<file path="config.mk">
export PLATFORM = sky130hd
export DESIGN_NAME = spi_bus_arb_flat
export DESIGN_NICKNAME = d
export VERILOG_FILES = /design/src/rtl/spi_bus_arb_pkg.sv /design/src/rtl/spi_bus_arb_if.sv /design/src/rtl/spi_bus_arb_pick.sv /design/src/rtl/spi_bus_arb.sv /design/src/flat_wrapper.sv
export SDC_FILE = /design/constraint.sdc
export NUM_CORES = 1
export LEC_CHECK = 0
export ABC_AREA = 1
export ABC_CLOCK_PERIOD_IN_PS = 1600
export BUFFER_PORTS_ARGS = -buffer_cell sky130_fd_sc_hd__buf_2
export CAP_MARGIN = 15
export CORE_ASPECT_RATIO = 1.5
export CORE_UTILIZATION = 45
export CTS_CLUSTER_SIZE = 12
export DETAILED_ROUTE_END_ITERATION = 8
export GPL_TIMING_DRIVEN = 0
export PLACE_DENSITY = 0.73
export SYNTH_ARGS = -nofsm -noshare
export SYNTH_HDL_FRONTEND = slang
export SYNTH_SLANG_ARGS = --single-unit
</file>
<file path="constraint.sdc">
create_clock -name clk -period 1.6 [get_ports clk]
set_input_delay 0.16 -clock clk [delete_from_list [all_inputs] [get_ports clk]]
set_output_delay 0.16 -clock clk [all_outputs]
set_load 0.01 [all_outputs]
</file>
<file path="src/rtl/spi_bus_arb_pkg.sv">
// Shared types and constants for the INERT / A2D SPI bus arbiter.
package spi_bus_arb_pkg;

  typedef enum logic [1:0] {
    ST_IDLE = 2'd0,
    ST_XFER = 2'd1,
    ST_GAP  = 2'd2
  } arb_state_t;

  typedef enum logic {
    OWN_INERT = 1'b0,
    OWN_A2D   = 1'b1
  } owner_t;

  localparam logic [15:0] RST_WORD    = 16'h0000;
  localparam logic [15:0] TMO_RD_DATA = 16'hFFFF;

endpackage

</file>
<file path="src/rtl/spi_bus_arb_if.sv">
// Requester handshakes plus the SPI_mstr16 start/complete bus seen by the arbiter.
interface spi_bus_arb_if;
  logic        req_inert;
  logic [15:0] cmd_inert;
  logic        req_a2d;
  logic [15:0] cmd_a2d;
  logic        done_inert;
  logic        done_a2d;
  logic [15:0] rd_data;
  logic        busy;
  logic        tmo_err;
  logic        clr_err;
  logic        wrt;
  logic [15:0] cmd;
  logic        mstr_done;
  logic [15:0] mstr_rd_data;

  modport master (
    input  req_inert, cmd_inert, req_a2d, cmd_a2d, clr_err, mstr_done, mstr_rd_data,
    output done_inert, done_a2d, rd_data, busy, tmo_err, wrt, cmd
  );

  modport slave (
    output req_inert, cmd_inert, req_a2d, cmd_a2d, clr_err, mstr_done, mstr_rd_data,
    input  done_inert, done_a2d, rd_data, busy, tmo_err, wrt, cmd
  );
endinterface

</file>
<file path="src/rtl/spi_bus_arb_pick.sv">
// Winner select for the two requesters, with a starvation counter that forces A2D through.
module spi_bus_arb_pick
  import spi_bus_arb_pkg::*;
#(
  parameter int STARVE_MAX = 4
) (
  input  logic clk,
  input  logic rst_n,
  input  logic req_inert,
  input  logic req_a2d,
  input  logic grant,
  output logic pick_a2d
);
  localparam int              CNT_W   = $clog2(STARVE_MAX + 1);
  localparam logic [CNT_W-1:0] CNT_MAX = CNT_W'(STARVE_MAX);

  logic [CNT_W-1:0] starve_cnt_r;
  logic [CNT_W-1:0] starve_cnt_nxt_s;

  // A lone requester always wins; on contention INERT wins until A2D has been passed over enough.
  assign pick_a2d = req_a2d && (!req_inert || (starve_cnt_r == CNT_MAX));

  // Starvation count: bumps when INERT beats a waiting A2D, clears when A2D is granted.
  always_comb begin
    starve_cnt_nxt_s = starve_cnt_r;
    if (grant) begin
      if (pick_a2d) begin
        starve_cnt_nxt_s = {CNT_W{1'b0}};
      end else if (req_a2d && (starve_cnt_r != CNT_MAX)) begin
        starve_cnt_nxt_s = starve_cnt_r + CNT_W'(1);
      end else begin
        starve_cnt_nxt_s = starve_cnt_r;
      end
    end else begin
      starve_cnt_nxt_s = starve_cnt_r;
    end
  end

  // Starvation counter register.
  always_ff @(posedge clk or negedge rst_n) begin
    if (!rst_n) begin
      starve_cnt_r <= {CNT_W{1'b0}};
    end else begin
      starve_cnt_r <= starve_cnt_nxt_s;
    end
  end

endmodule

</file>
<file path="src/rtl/spi_bus_arb.sv">
// Shares one SPI_mstr16 between INERT and A2D: per-transaction grant, start/complete sequencing,
// read-data return and a watchdog that aborts transfers whose master never completes.
module spi_bus_arb
  import spi_bus_arb_pkg::*;
#(
  parameter int STARVE_MAX = 4,
  parameter int TMO_W      = 12
) (
  input  logic          clk,
  input  logic          rst_n,
  spi_bus_arb_if.master bus
);
  localparam logic [TMO_W-1:0] TMO_MAX = {TMO_W{1'b1}};

  arb_state_t       state_r, state_nxt_s;
  owner_t           owner_r, owner_nxt_s;
  logic [15:0]      cmd_r, cmd_nxt_s;
  logic [15:0]      rd_data_r, rd_data_nxt_s;
  logic             wrt_r, wrt_nxt_s;
  logic             done_inert_r, done_inert_nxt_s;
  logic             done_a2d_r, done_a2d_nxt_s;
  logic             busy_r, busy_nxt_s;
  logic             tmo_err_r, tmo_err_nxt_s;
  logic             tmo_set_s;
  logic [TMO_W-1:0] tmo_cnt_r, tmo_cnt_nxt_s;
  logic             grant_s;
  logic             pick_a2d_s;

  assign grant_s = (state_r == ST_IDLE) && (bus.req_inert || bus.req_a2d);

  spi_bus_arb_pick #(.STARVE_MAX(STARVE_MAX)) u_pick (
    .clk      (clk),
    .rst_n    (rst_n),
    .req_inert(bus.req_inert),
    .req_a2d  (bus.req_a2d),
    .grant    (grant_s),
    .pick_a2d (pick_a2d_s)
  );

  // Next state and next values of every registered output.
  always_comb begin
    state_nxt_s      = state_r;
    owner_nxt_s      = owner_r;
    cmd_nxt_s        = cmd_r;
    rd_data_nxt_s    = rd_data_r;
    wrt_nxt_s        = 1'b0;
    done_inert_nxt_s = 1'b0;
    done_a2d_nxt_s   = 1'b0;
    busy_nxt_s       = busy_r;
    tmo_cnt_nxt_s    = tmo_cnt_r;
    tmo_set_s        = 1'b0;
    case (state_r)
      ST_IDLE: begin
        if (grant_s) begin
          state_nxt_s   = ST_XFER;
          owner_nxt_s   = pick_a2d_s ? OWN_A2D : OWN_INERT;
          cmd_nxt_s     = pick_a2d_s ? bus.cmd_a2d : bus.cmd_inert;
          wrt_nxt_s     = 1'b1;
          busy_nxt_s    = 1'b1;
          tmo_cnt_nxt_s = {TMO_W{1'b0}};
        end else begin
          state_nxt_s = ST_IDLE;
          busy_nxt_s  = 1'b0;
        end
      end
      ST_XFER: begin
        // A completion landing on the watchdog's last cycle still counts as a clean finish.
        if (bus.mstr_done || (tmo_cnt_r == TMO_MAX)) begin
          state_nxt_s      = ST_GAP;
          rd_data_nxt_s    = bus.mstr_done ? bus.mstr_rd_data : TMO_RD_DATA;
          tmo_set_s        = !bus.mstr_done;
          done_inert_nxt_s = (owner_r == OWN_INERT);
          done_a2d_nxt_s   = (owner_r == OWN_A2D);
        end else begin
          tmo_cnt_nxt_s = tmo_cnt_r + TMO_W'(1);
        end
      end
      ST_GAP: begin
        state_nxt_s = ST_IDLE;
        busy_nxt_s  = 1'b0;
      end
      default: begin
        state_nxt_s = ST_IDLE;
        busy_nxt_s  = 1'b0;
      end
    endcase
    if (tmo_set_s) begin
      tmo_err_nxt_s = 1'b1;
    end else if (bus.clr_err) begin
      tmo_err_nxt_s = 1'b0;
    end else begin
      tmo_err_nxt_s = tmo_err_r;
    end
  end

  // FSM state register.
  always_ff @(posedge clk or negedge rst_n) begin
    if (!rst_n) begin
      state_r <= ST_IDLE;
    end else begin
      state_r <= state_nxt_s;
    end
  end

  // Registered outputs, owner and watchdog counter.
  always_ff @(posedge clk or negedge rst_n) begin
    if (!rst_n) begin
      owner_r      <= OWN_INERT;
      cmd_r        <= RST_WORD;
      rd_data_r    <= RST_WORD;
      wrt_r        <= 1'b0;
      done_inert_r <= 1'b0;
      done_a2d_r   <= 1'b0;
      busy_r       <= 1'b0;
      tmo_err_r    <= 1'b0;
      tmo_cnt_r    <= {TMO_W{1'b0}};
    end else begin
      owner_r      <= owner_nxt_s;
      cmd_r        <= cmd_nxt_s;
      rd_data_r    <= rd_data_nxt_s;
      wrt_r        <= wrt_nxt_s;
      done_inert_r <= done_inert_nxt_s;
      done_a2d_r   <= done_a2d_nxt_s;
      busy_r       <= busy_nxt_s;
      tmo_err_r    <= tmo_err_nxt_s;
      tmo_cnt_r    <= tmo_cnt_nxt_s;
    end
  end

  assign bus.wrt        = wrt_r;
  assign bus.cmd        = cmd_r;
  assign bus.rd_data    = rd_data_r;
  assign bus.done_inert = done_inert_r;
  assign bus.done_a2d   = done_a2d_r;
  assign bus.busy       = busy_r;
  assign bus.tmo_err    = tmo_err_r;

endmodule

</file>
<file path="src/flat_wrapper.sv">
// flat-port wrapper written by rule: the top's interface ports become plain ports
module spi_bus_arb_flat import spi_bus_arb_pkg::*;
#(
  parameter int STARVE_MAX = 4,
  parameter int TMO_W      = 12
)
  (clk, rst_n, bus_req_inert, bus_cmd_inert, bus_req_a2d, bus_cmd_a2d, bus_clr_err, bus_mstr_done, bus_mstr_rd_data, bus_done_inert, bus_done_a2d, bus_rd_data, bus_busy, bus_tmo_err, bus_wrt, bus_cmd);
  spi_bus_arb_if bus_i ();
  input  logic clk;
  input  logic rst_n;
  input wire logic [$bits(bus_i.req_inert)-1:0] bus_req_inert;
  input wire logic [$bits(bus_i.cmd_inert)-1:0] bus_cmd_inert;
  input wire logic [$bits(bus_i.req_a2d)-1:0] bus_req_a2d;
  input wire logic [$bits(bus_i.cmd_a2d)-1:0] bus_cmd_a2d;
  input wire logic [$bits(bus_i.clr_err)-1:0] bus_clr_err;
  input wire logic [$bits(bus_i.mstr_done)-1:0] bus_mstr_done;
  input wire logic [$bits(bus_i.mstr_rd_data)-1:0] bus_mstr_rd_data;
  output wire logic [$bits(bus_i.done_inert)-1:0] bus_done_inert;
  output wire logic [$bits(bus_i.done_a2d)-1:0] bus_done_a2d;
  output wire logic [$bits(bus_i.rd_data)-1:0] bus_rd_data;
  output wire logic [$bits(bus_i.busy)-1:0] bus_busy;
  output wire logic [$bits(bus_i.tmo_err)-1:0] bus_tmo_err;
  output wire logic [$bits(bus_i.wrt)-1:0] bus_wrt;
  output wire logic [$bits(bus_i.cmd)-1:0] bus_cmd;
  assign bus_i.req_inert = bus_req_inert;
  assign bus_i.cmd_inert = bus_cmd_inert;
  assign bus_i.req_a2d = bus_req_a2d;
  assign bus_i.cmd_a2d = bus_cmd_a2d;
  assign bus_i.clr_err = bus_clr_err;
  assign bus_i.mstr_done = bus_mstr_done;
  assign bus_i.mstr_rd_data = bus_mstr_rd_data;
  assign bus_done_inert = bus_i.done_inert;
  assign bus_done_a2d = bus_i.done_a2d;
  assign bus_rd_data = bus_i.rd_data;
  assign bus_busy = bus_i.busy;
  assign bus_tmo_err = bus_i.tmo_err;
  assign bus_wrt = bus_i.wrt;
  assign bus_cmd = bus_i.cmd;
  spi_bus_arb #(.STARVE_MAX(STARVE_MAX), .TMO_W(TMO_W)) u_core (.clk(clk), .rst_n(rst_n), .bus(bus_i));
endmodule
</file>
Word level (Yosys, flattened, before mapping)
Index checks and enable logic that the tools add are counted.
{"block": "classes", "n_addsub": 2, "eq_ne": 7, "n_mux": 22, "bitwise": 1, "n_reduce_logical": 16}
{"cell": "two-way mux 16 bit", "n": 2}
{"cell": "two-way mux 12 bit", "n": 2}
{"cell": "case mux 12 bit (2 select lines)", "n": 1}
{"cell": "adder 12 x 1 -> 12 bit, second input constant", "n": 1}
{"cell": "== test 12 bit, second input constant", "n": 1}
{"cell": "two-way mux 1 bit", "n": 12}
{"cell": "two-way mux 3 bit", "n": 2}
{"cell": "AND reduction 2 bit", "n": 3}
{"cell": "nonzero test 2 bit", "n": 3}
{"cell": "!= test 2 x 1 -> 1 bit, second input constant", "n": 2}
{"cell": "case mux 2 bit (2 select lines)", "n": 1}
{"cell": "adder 3 x 1 -> 3 bit, second input constant", "n": 1}
{"cell": "== test 3 bit, second input constant", "n": 1}
{"cell": "logical AND 1 bit", "n": 3}
{"cell": "logical OR 1 bit", "n": 3}
{"cell": "!= test 3 bit, second input constant", "n": 1}
{"cell": "AND reduction 3 bit", "n": 1}
{"cell": "== test 2 x 1 -> 1 bit, second input constant", "n": 1}
{"cell": "logical NOT 1 bit", "n": 2}
{"cell": "logical NOT 2 bit", "n": 1}
{"cell": "two-way mux 2 bit", "n": 1}
{"cell": "!= test 2 bit, second input constant", "n": 1}
{"cell": "case mux 1 bit (2 select lines)", "n": 1}
{"cell": "inverter 1 bit", "n": 1}
{"block": "totals", "regBits": 55, "output_inout_bits": 37, "wordCells": 59}

Longest topological paths before layout
{"block": "depth", "depth_word": 5, "mapped_depth": 9, "depth_no_buf": 8}

By module
Synthesis repeated with hierarchy kept, for this count alone.
{"block": "hier_totals", "hier_cells": 331, "area_unflattened_um2": 2613.8}
{"module": "spi_bus_arb", "instances": 1, "cells_per_inst": 305, "area_each_um2": 2424.8}
{"module": "spi_bus_arb_pick", "instances": 1, "cells_per_inst": 26, "area_each_um2": 188.9}

Worst setup path after synthesis
No wires, ideal clock.
{"block": "synth_timing", "path_kind": "flip-flop to flip-flop", "from": "register u_core.tmo_cnt_r[0]", "to": "register u_core.rd_data_r[3], in the netlist u_core.bus.rd_data[3]", "setup_time_ns": 0.120, "t_arrival_ns": 1.292, "setup_slack_ns": 0.189, "stages_incl_launch_ff": 10, "n_path_buf": 1, "synth_period_minus_slack_ns": 1.411, "cell_sequence": "dfrtp_1 ha_1 nand2_2 nor2_4 nand3_4 nand2_2 nand2_4 buf_6 nand2_1 o21ai_2"}
{"block": "synth_between", "elab_chain_cells": 3}
{"element": "start, declared", "line": "spi_bus_arb.sv:25", "text": "logic [TMO_W-1:0] tmo_cnt_r, tmo_cnt_nxt_s;"}
{"element": "start signal, assigned", "line": "spi_bus_arb.sv:116", "text": "tmo_cnt_r <= {TMO_W{1'b0}};"}
{"element": "start signal, assigned", "line": "spi_bus_arb.sv:126", "text": "tmo_cnt_r <= tmo_cnt_nxt_s;"}
{"element": "== test 12 bit", "line": "spi_bus_arb.sv:68", "text": "if (bus.mstr_done || (tmo_cnt_r == TMO_MAX)) begin"}
{"element": "logical OR 1 bit", "line": "spi_bus_arb.sv:68"}
{"element": "AND reduction 2 bit (no source line)"}
{"element": "end signal, assigned", "line": "spi_bus_arb.sv:120", "text": "rd_data_r <= rd_data_nxt_s;"}
{"element": "end, declared", "line": "spi_bus_arb.sv:18", "text": "logic [15:0] rd_data_r, rd_data_nxt_s;"}
Every way passes these cells.
A chain may end at the register's enable or synchronous reset.

Final worst setup path
{"block": "layout_timing", "from": "register u_core.tmo_cnt_r[1]", "to": "register u_core.tmo_cnt_r[4]"}
{"block": "layout_between", "elab_chain_cells": 4}
{"element": "branches (longest 4 deep; another with adder 12 x 1 -> 12 bit)"}
Parallel ways; which one is timed is not known. The select of a mux whose other input is x is not followed.

==> summary.txt <==
Placed cells: 482
Nets@finish: 490
Syn_nets: 376
CTS tree: built
Crit-path cells: ha_4 -> nand2_4 -> nor2_4 -> nand3_4 -> nand3_4 -> nand2_4 -> buf_4 -> nand2_1 -> o21ai_0
Die height: 96.7 um
Max-Cap Viols: 0
Pleak: 1.81 nW
Pwr Total: 5.59 mW
Post-synth EDFFs: 0
Row count: 34
Post-route DRC: 0
Layout cell share with drive strength beyond 1: 36.6%
Internal power: 3.39 mW
Initial drt markers: 116
Top FF cell, synth: dfrtp_1
Hold Path Class: primary input to register
Max Clock Freq: 649 MHz
Slew Viols, Final: 0
Reg clk slew, reported paths: 100 ps
Distinct cells, synth: 26
Crit path launch: u_core.tmo_cnt_r[1]$_DFFE_PN0P_
Post-synth top area share: 51.2%
Syn_area_per_cell: 8.43 um^2
Routability cong.: 0.837
Vias in the first global route: 2366
RSZ-0062 raised after global routing: true
Sw frac: 39.3%
YS warnings: 0
Max H-tree Level: 2
VDD IR max: 0.000881 V
Util after Layout: 61.0%
Hold Fails Final Rpt: 0
Via count: 2470
Top post-synthesis cells by area: dfrtp_1, nand2_1, nor2_1
Die W: 65.1 um
GRT overflow: 0
Clock latency on the worst-skew pair: 310 ps
Share of flip-flops with an asynchronous set or reset: 100%
Die footprint: 0.00629 mm^2
Min cycle time layout: 1540 ps
First-pass GRT wire length: 10200 um
Data arrival time of the critical path: 1730 ps
Final Cell Area: 0.00353 mm^2
Synthesized flop and latch total: 55
Met3 Use GR: 3.54%
Setup TNS: 0 ps
Area Growth Syn to Fin: 31.3%
Required @ worst endpoint: 1790 ps
Synth Instances: 319
Worst-path fanout max: 8
Top-count cell post-synth: nand2_1
CTS max path bufs: 2
Routed Antenna Nets: 0
Post-DP HPWL: 4460 um
Crit end category: register
Flop pwr share: 39.4%
P_sw: 2.20 mW
Sink Count: 55
Hold Path Origin: bus_clr_err
CP top delay family: simple AND/OR/NAND/NOR gates
Routed wire length: 6250 um
Slew @ Worst Pin: 423 ps
Crit start category: register
Critical path type: register to register
R2r startpoint: u_core.tmo_cnt_r[1]$_DFFE_PN0P_
Combinational power share: 46.1%
DP Area: 0.00325 mm^2
Port Buffers: 90
CP max stage delay: 410 ps
GRT busiest layer: met2
R2r worst-path depth: 9
Hold Path Stages: 2
Core area: 0.00579 mm^2
Clock Power Share: 14.5%
CTS Buf Count: 5
Drt via density: 4.88
Synth area leader: dfrtp_1
WP buf/inv: 1
Gr usage total: 20.7%
Met2 Use GR: 38.9%
Number of I/O pins: 91
Final worst-path cycle share: 96.3%
WL/cell: 12.4 um
CP Depth: 9
Final Setup Violations: 0
Clock skew: 6.61 ps
Largest net degree at the start of global routing: 39
GRT met1 Usage: 22.9%
Power Density: 1580 mW/mm^2
Finished Layout Cells: 506
Initial antenna violation count: 0
N_diodes: 0
Seq/Total Area, Yosys: 51.2%
CP max-delay cell: dfrtp_1
Starting Density: 46.5%
Synth cell count leaders: nand2_1, dfrtp_1, nor2_1
DRT Pass-1 Iters: 4
Max_slew headroom: 71.8%
Mapped Area: 0.00269 mm^2
Status: finished, final reports clean
Root buffer cell: clkbuf_8
## worst paths after layout
kind	to	slack [ps]
worst max-delay path	u_core.tmo_cnt_r[4]$_DFFE_PN0P_	60
worst min-delay path	u_core.bus.tmo_err$_DFFE_PN0P_	40
worst max register to register	u_core.tmo_cnt_r[4]$_DFFE_PN0P_	60
worst min register to register	u_core.bus.done_inert$_DFF_PN0_	460
max in group asynchronous	u_core.u_pick.starve_cnt_r[0]$_DFFE_PN0P_	760
min in group asynchronous	u_core.bus.rd_data[5]$_DFFE_PN0P_	310
## power groups by stage
| stage | combinational (mW) | clock, mW | sequential [mW] |
|---|---|---|---|
| finish | 2.58 | 0.811 | 2.20 |
| global route | 2.86 | 0.883 | 2.27 |
| CTS | 2.35 | 0.829 | 2.19 |
| detailed placement | 2.29 | 0 | 2.23 |
| global placement | 2.22 | 0 | 2.21 |
| floorplan | 1.20 | 0 | 2.43 |
## routing by layer
metal / share of wire (%) / vias to the layer above
met2: 54 / 67
met5: 0 / -
met1: 40 / 1141
li1: - / 1254
met3: 4.2 / 8
met4: 1.3 / 0
## cell families after synthesis
kind of cell	Yosys count	share of synthesized area, %
buffers and inverters	32	5.82
adders and majority gates	3	1.40
xor gates and xnor gates	1	0.326
AOI/OAI and AO/OA	67	14.9
and+or+nand+nor	161	26.3
DFF	55	51.2
## final cells by class
type	instances	area (um^2)
Buffer	11	88.8
Tap cell	72	90.1
Inverter	21	82.6
Fill cell	537	2260
Multi-Input combinational cell	232	1180
Clock buffer	6	82.6
Timing Repair Buffer	107	611
Clock inverter	2	13.8
Sequential cell	55	1380
## repair_timing
action                     4_1_cts  5_1_grt
setup buffers                    4       10
cloned                           0        1
hold buffers                     1        0
setup endpoints to repair       14       31
gates resized for setup          5       23
pin swaps                        1        6
hold endpoints to repair        17        0
## metrics by stage
step | hold slack [ps] | setup slack [ps]
floorplan | -136 | 189
global placement | 362 | -60.2
detailed placement | 123 | -120
CTS | 32.0 | 4.53
global route | 20.0 | -12.6
finish | 38.4 | 59.8
## state kept, by name (all words and copies together), names as in the netlist
name / count
u_core.bus.done_a2d: 1
u_core.bus.busy: 1
u_core.bus.rd_data: 16
u_core.u_pick.starve_cnt_r: 3
u_core.bus.wrt: 1
u_core.tmo_cnt_r: 12
u_core.bus.done_inert: 1
u_core.bus.tmo_err: 1
u_core.bus.cmd: 16
u_core.state_r: 2
u_core.owner_r: 1
## placed cells by master, fill, tap and decap left out, drive strengths merged
cell type	n
a21oi	7
a31oi	1
buf	114
clkbuf	9
clkinv	1
clkinvlp	1
dfrtp	55
dlygate4sd3	1
ha	3
inv	21
nand2	82
nand3	16
nand3b	1
nor2	58
nor3	3
o21ai	58
o22ai	1
or2	1
xor2	1
No activity file was read; power rests on OpenSTA's default activity.
